[config.mk]
export PLATFORM = sky130hd
export DESIGN_NAME = store_unit
export DESIGN_NICKNAME = d
export VERILOG_FILES = /design/src/rtl/store_unit.sv
export SDC_FILE = /design/constraint.sdc
export NUM_CORES = 1
export LEC_CHECK = 0
export CORE_ASPECT_RATIO = 0.7
export CORE_MARGIN = 2
export CORE_UTILIZATION = 65
export CTS_CLUSTER_SIZE = 16
export DETAILED_ROUTE_END_ITERATION = 12
export DONT_BUFFER_PORTS = 1
export GPL_TIMING_DRIVEN = 0
export PLACE_DENSITY_LB_ADDON = 0.08
export REMOVE_ABC_BUFFERS = 1
export SYNTH_ARGS = -nofsm -noshare
export SYNTH_HDL_FRONTEND = slang
export SYNTH_SLANG_ARGS = --single-unit
[constraint.sdc]
create_clock -name clk -period 3.3 [get_ports clk]
set_input_delay 0.495 -clock clk [delete_from_list [all_inputs] [get_ports clk]]
set_output_delay 0.495 -clock clk [all_outputs]
set_load 0.1 [all_outputs]
[src/rtl/store_unit.sv]
// Store unit: lane-aligns SB/SH/SW stores into a word-wide memory write request.
// Latency: done 2 + mem_ready wait cycles after start; done 1 cycle after start on error.
// Backpressure: holds mem_valid with stable addr/data/strb until mem_ready or TIMEOUT waits.
module store_unit #(
  parameter int TIMEOUT = 255
) (
  input  logic        clk,
  input  logic        resetn,
  input  logic        start,
  input  logic [1:0]  STOREop,
  input  logic [31:0] addr,
  input  logic [31:0] wdata,
  output logic        mem_valid,
  input  logic        mem_ready,
  output logic [31:0] mem_addr,
  output logic [31:0] mem_wdata,
  output logic [3:0]  mem_wstrb,
  output logic        busy,
  output logic        done,
  output logic [1:0]  err
);

  typedef enum logic [1:0] {
    S_IDLE = 2'd0,
    S_REQ  = 2'd1,
    S_FIN  = 2'd2
  } state_t;

  localparam logic [1:0] OP_SB = 2'd0;
  localparam logic [1:0] OP_SH = 2'd1;
  localparam logic [1:0] OP_SW = 2'd2;

  localparam logic [1:0] ERR_OK      = 2'd0;
  localparam logic [1:0] ERR_MISALIGN = 2'd1;
  localparam logic [1:0] ERR_TIMEOUT = 2'd2;
  localparam logic [1:0] ERR_ILLEGAL = 2'd3;

  // Counter value at which one more unanswered REQ cycle makes it reach TIMEOUT.
  localparam logic [7:0] LP_LAST_WAIT = 8'(TIMEOUT - 1);

  state_t      r_state;
  logic        r_mem_valid;
  logic [31:0] r_mem_addr;
  logic [31:0] r_mem_wdata;
  logic [3:0]  r_mem_wstrb;
  logic        r_busy;
  logic        r_done;
  logic [1:0]  r_err;
  logic [7:0]  r_wait_cnt;

  logic        w_illegal;
  logic        w_misalign;
  logic [3:0]  w_strb;
  logic [31:0] w_lane_data;

  // Decode the incoming request: legality, alignment, lane strobes and replicated data.
  always_comb begin
    w_illegal   = 1'b0;
    w_misalign  = 1'b0;
    w_strb      = 4'b0000;
    w_lane_data = 32'd0;
    case (STOREop)
      OP_SB: begin
        w_strb      = 4'b0001 << addr[1:0];
        w_lane_data = {4{wdata[7:0]}};
      end
      OP_SH: begin
        w_misalign  = addr[0];
        w_strb      = 4'b0011 << addr[1:0];
        w_lane_data = {2{wdata[15:0]}};
      end
      OP_SW: begin
        w_misalign  = (addr[1:0] != 2'b00);
        w_strb      = 4'b1111;
        w_lane_data = wdata;
      end
      default: begin
        w_illegal = 1'b1;
      end
    endcase
  end

  // Control FSM with all outputs registered; FIN accepts a new start to allow 2-cycle back-to-back stores.
  always_ff @(posedge clk) begin
    if (!resetn) begin
      r_state     <= S_IDLE;
      r_mem_valid <= 1'b0;
      r_mem_addr  <= 32'd0;
      r_mem_wdata <= 32'd0;
      r_mem_wstrb <= 4'b0000;
      r_busy      <= 1'b0;
      r_done      <= 1'b0;
      r_err       <= ERR_OK;
      r_wait_cnt  <= 8'd0;
    end else begin
      r_done <= 1'b0;
      case (r_state)
        S_IDLE, S_FIN: begin
          if (start) begin
            r_busy <= 1'b1;
            if (w_illegal) begin
              // Illegal op wins over alignment; straight to FIN, no bus activity.
              r_state <= S_FIN;
              r_done  <= 1'b1;
              r_err   <= ERR_ILLEGAL;
            end else if (w_misalign) begin
              r_state <= S_FIN;
              r_done  <= 1'b1;
              r_err   <= ERR_MISALIGN;
            end else begin
              r_state     <= S_REQ;
              r_mem_valid <= 1'b1;
              r_mem_addr  <= {addr[31:2], 2'b00};
              r_mem_wdata <= w_lane_data;
              r_mem_wstrb <= w_strb;
              r_wait_cnt  <= 8'd0;
            end
          end else begin
            r_state <= S_IDLE;
            r_busy  <= 1'b0;
          end
        end
        S_REQ: begin
          if (mem_ready) begin
            // Acceptance takes priority even on the cycle the wait limit is hit.
            r_state     <= S_FIN;
            r_done      <= 1'b1;
            r_err       <= ERR_OK;
            r_mem_valid <= 1'b0;
            r_mem_wstrb <= 4'b0000;
          end else begin
            r_wait_cnt <= r_wait_cnt + 8'd1;
            if (r_wait_cnt == LP_LAST_WAIT) begin
              r_state     <= S_FIN;
              r_done      <= 1'b1;
              r_err       <= ERR_TIMEOUT;
              r_mem_valid <= 1'b0;
              r_mem_wstrb <= 4'b0000;
            end
          end
        end
        default: begin
          r_state     <= S_IDLE;
          r_busy      <= 1'b0;
          r_mem_valid <= 1'b0;
          r_mem_wstrb <= 4'b0000;
        end
      endcase
    end
  end

  assign mem_valid = r_mem_valid;
  assign mem_addr  = r_mem_addr;
  assign mem_wdata = r_mem_wdata;
  assign mem_wstrb = r_mem_wstrb;
  assign busy      = r_busy;
  assign done      = r_done;
  assign err       = r_err;

endmodule

==> impl_metrics.py <==
metrics = {
    "finish": {
        "n_antenna_cell": 0,
        "drive_gt1_frac": 0.09635,
        "leading_cell_types_in_the_layout_fill_and_taps_excluded": "93 x nand2_1, 81 x dfxtp_1, 44 x nor2_1",
        "design.final.nets": 455,
        "multiInputGateArea_sq_mm": 0.001563,
        "final_common_cell": "nand2_1",
        "layout.area.seq_sq_mm": 0.001622,
        "filler_cell_count": 373,
        "area.growth.synth_to_final_pct": 8.212,
    },
    "clocking": {
        "clockBufferDepth": 2,
        "ctsResizeCount": 0,
        "postCtsSetupRepairBufs": 0,
        "clock_insertion_delay_worst_skew_ns": 0.36,
        "root_buffer": "clkbuf_8",
        "cts_buffers": 9,
        "clk_pin_slew_worst_paths_ns": 0.08,
        "clock_sinks": 81,
        "ctsHoldBuffers": 0,
        "cts.htree.levels": 3,
        "cts_tree": "yes",
    },
    "sta": {
        "timing.final.crit_share": 0.8324,
        "worst_slew_margin_rel": 0.1472,
        "hold_viol_final": 0,
        "fmax_mhz": 364.0,
        "post-route-worst-setup-slack_ns": 0.5529,
        "timing_worst_slew_pin_value_ns": 1.279,
        "grt_setup_unrepaired": "false",
        "final_max_slew_viol_count": 0,
        "max_clock_skew_ns": 0.009736,
        "min_period_ns": 2.747,
        "setup_viol": 0,
    },
    "yosys": {
        "ys_async_sr_fraction": 0,
        "synth.yosys.seq_area_share": 0.4838,
        "syn-instance-count": 393,
        "synthesis.area_per_instance_sq_um": 8.529,
        "yosysUniqueCellTypes": 42,
        "postSynth.topFlopCell": "dfxtp_1",
        "count_of_state_elements_after_synthesis": 81,
        "netlist_area_sq_mm": 0.003352,
        "synth-edff-count": 0,
        "synth-warning-count": 0,
    },
    "route": {
        "wl_um": 7971,
        "detailroute.via_count": 2738,
        "wire_per_inst_um": 17.60,
        "ant_nets": 0,
        "dr.first_iter.drc_count": 236,
        "drt_drc_violations_left": 0,
        "detail_route.vias_per_cell": 6.044,
        "dr.pass1.iters": 4,
    },
    "power": {
        "irDropWorstVdd_uv": 363.3,
        "pwr_density_cell_mw_per_mm2": 727.5,
        "totalPowerFinal_mw": 2.639,
        "leakage_nw": 1.308,
    },
    "worst_hold_path": {
        "hold_path.class": "primary input to register",
    },
    "die": {
        "die_height_um": 64.08,
        "floorplan.die_area_sq_mm": 0.005756,
        "die-width_um": 89.83,
        "ioPinCount": 143,
        "initial_core_util": 0.6896,
        "core_sq_mm": 0.004861,
        "placement_rows": 21,
    },
    "grt": {
        "initial_antenna_violation_count": 0,
        "first_global_vias": 2734,
        "total_gr_overflow": 0,
        "gr-usage-all-layers": 0.2872,
        "grt_pass1_wl_um": 13160,
        "grt_start_max_net_pins": 63,
    },
    "placed_design": {
        "detailed_place_hpwl_um": 5396,
        "placement.io_buffers": 0,
        "post-place-ws_ns": 0.2010,
        "globalplace.congestion": 0.8177,
    },
    "critical_path": {
        "slowest_delay_ns": 1.02,
        "crit_path_top_delay_cell": "ha_1",
        "crit_buf_inv": 2,
        "series_of_cell_instances_along_the_critical_path": "inv_1, ha_1, a21oi_2, nor2_2, or3_2, buf_12, nand2_1, a211oi_1",
        "startpoint_type": "primary input",
        "crit_required_ns": 3.56,
        "critical-path-top-delay-family": "adder cells",
        "critPathArrivalTime_ns": 3.00,
        "worst-setup-path-type": "primary input to register",
        "end_kind": "register",
        "path_max_fanout": 49,
    },
    "status": {
        "run_status": "completed",
    },
    "flow_run": {
        "max-cap-violations": 0,
    },
}
-- through the flow --
step	hold WS, ns	cell area, sq um	TNS [ns]	utilization	instances
after floorplan	0.4682	3196	-53.08	-	364
after global placement	0.4881	3282	-145.45	0.6752	433
after detailed placement	0.4996	3392	0	0.6978	437
after CTS	0.2472	3627	0	0.7462	453
after global routing	0.2431	3627	0	0.7462	453
final	0.2596	3627	0	0.7462	453
-- synthesized netlist by cell type, types with 5 or more instances --
| cell | count | area share |
|---|---|---|
| nor3_1 | 5 | 0.0075 |
| buf_2 | 14 | 0.021 |
| a22oi_1 | 12 | 0.027 |
| nand2_1 | 93 | 0.10 |
| a311oi_1 | 16 | 0.042 |
| a21boi_0 | 5 | 0.011 |
| a221oi_2 | 8 | 0.036 |
| clkbuf_1 | 11 | 0.012 |
| a21oi_1 | 37 | 0.055 |
| nor2_1 | 44 | 0.049 |
| nand3_1 | 9 | 0.013 |
| ha_1 | 6 | 0.022 |
| o21ai_0 | 7 | 0.010 |
| dfxtp_1 | 81 | 0.48 |
-- state kept, by name, indices dropped and copies added (netlist names), 2 cells and up --
| name | flops |
|---|---|
| err | 2 |
| mem_addr | 30 |
| mem_wdata | 32 |
| mem_wstrb | 4 |
| r_state | 2 |
| r_wait_cnt | 8 |
-- per-layer routing --
metal  up-vias  wire [um]  track usage
met3         7        820       0.1415
met4         0         61      0.09423
met5         -          0            0
met1      1274       3206       0.3333
li1       1327          -            -
met2       130       3882       0.4706
-- power by group --
part | total (mW) | switching, mW | internal, mW
clock network | 0.856 | 0.352 | 0.503
logic | 0.252 | 0.156 | 0.0963
registers | 1.53 | 0.490 | 1.04
total | 2.64 | 0.999 | 1.64
-- cell families after synthesis --
| group | synth area share |
|---|---|
| other cells | 0.001119 |
| simple gates | 0.2083 |
| xor+xnor | 0.01568 |
| compound gates | 0.2090 |
| fa+ha+maj | 0.02240 |
| flops | 0.4838 |
| mux | 0.006346 |
| buf+inv | 0.05337 |
-- path summary, 6_finish.rpt --
check                              from                          to  slack, ns  cells after the start
max reg2reg     r_state[0]$_SDFFE_PN0N_  mem_wdata[10]$_SDFFE_PN0P_       1.39                      7
max                          STOREop[0]  r_wait_cnt[1]$_SDFFE_PN0P_       0.55                      8
min reg2reg  r_wait_cnt[7]$_SDFFE_PN0P_  r_wait_cnt[7]$_SDFFE_PN0P_       0.51                      1
min                              resetn             done$_SDFF_PN0_       0.26                      1
-- worst register-to-register path, delay by kind of cell, from the launching register on --
kind | cells | cell delay [ns]
AO/OA/AOI/OAI | 1 | 0.28
buffers and inverters | 3 | 0.54
AND/OR/NAND/NOR | 3 | 0.67
flip-flops | 1 | 0.34
-- cell type report --
type	count	area share
inverter	5	0.005174
tap	69	0.02380
multi-input combinational	278	0.4308
clock inverter	5	0.02863
clock buffer	11	0.03622
sequential	81	0.4471
timing repair buffer	4	0.02829
Power figures use the tool's default switching activity.
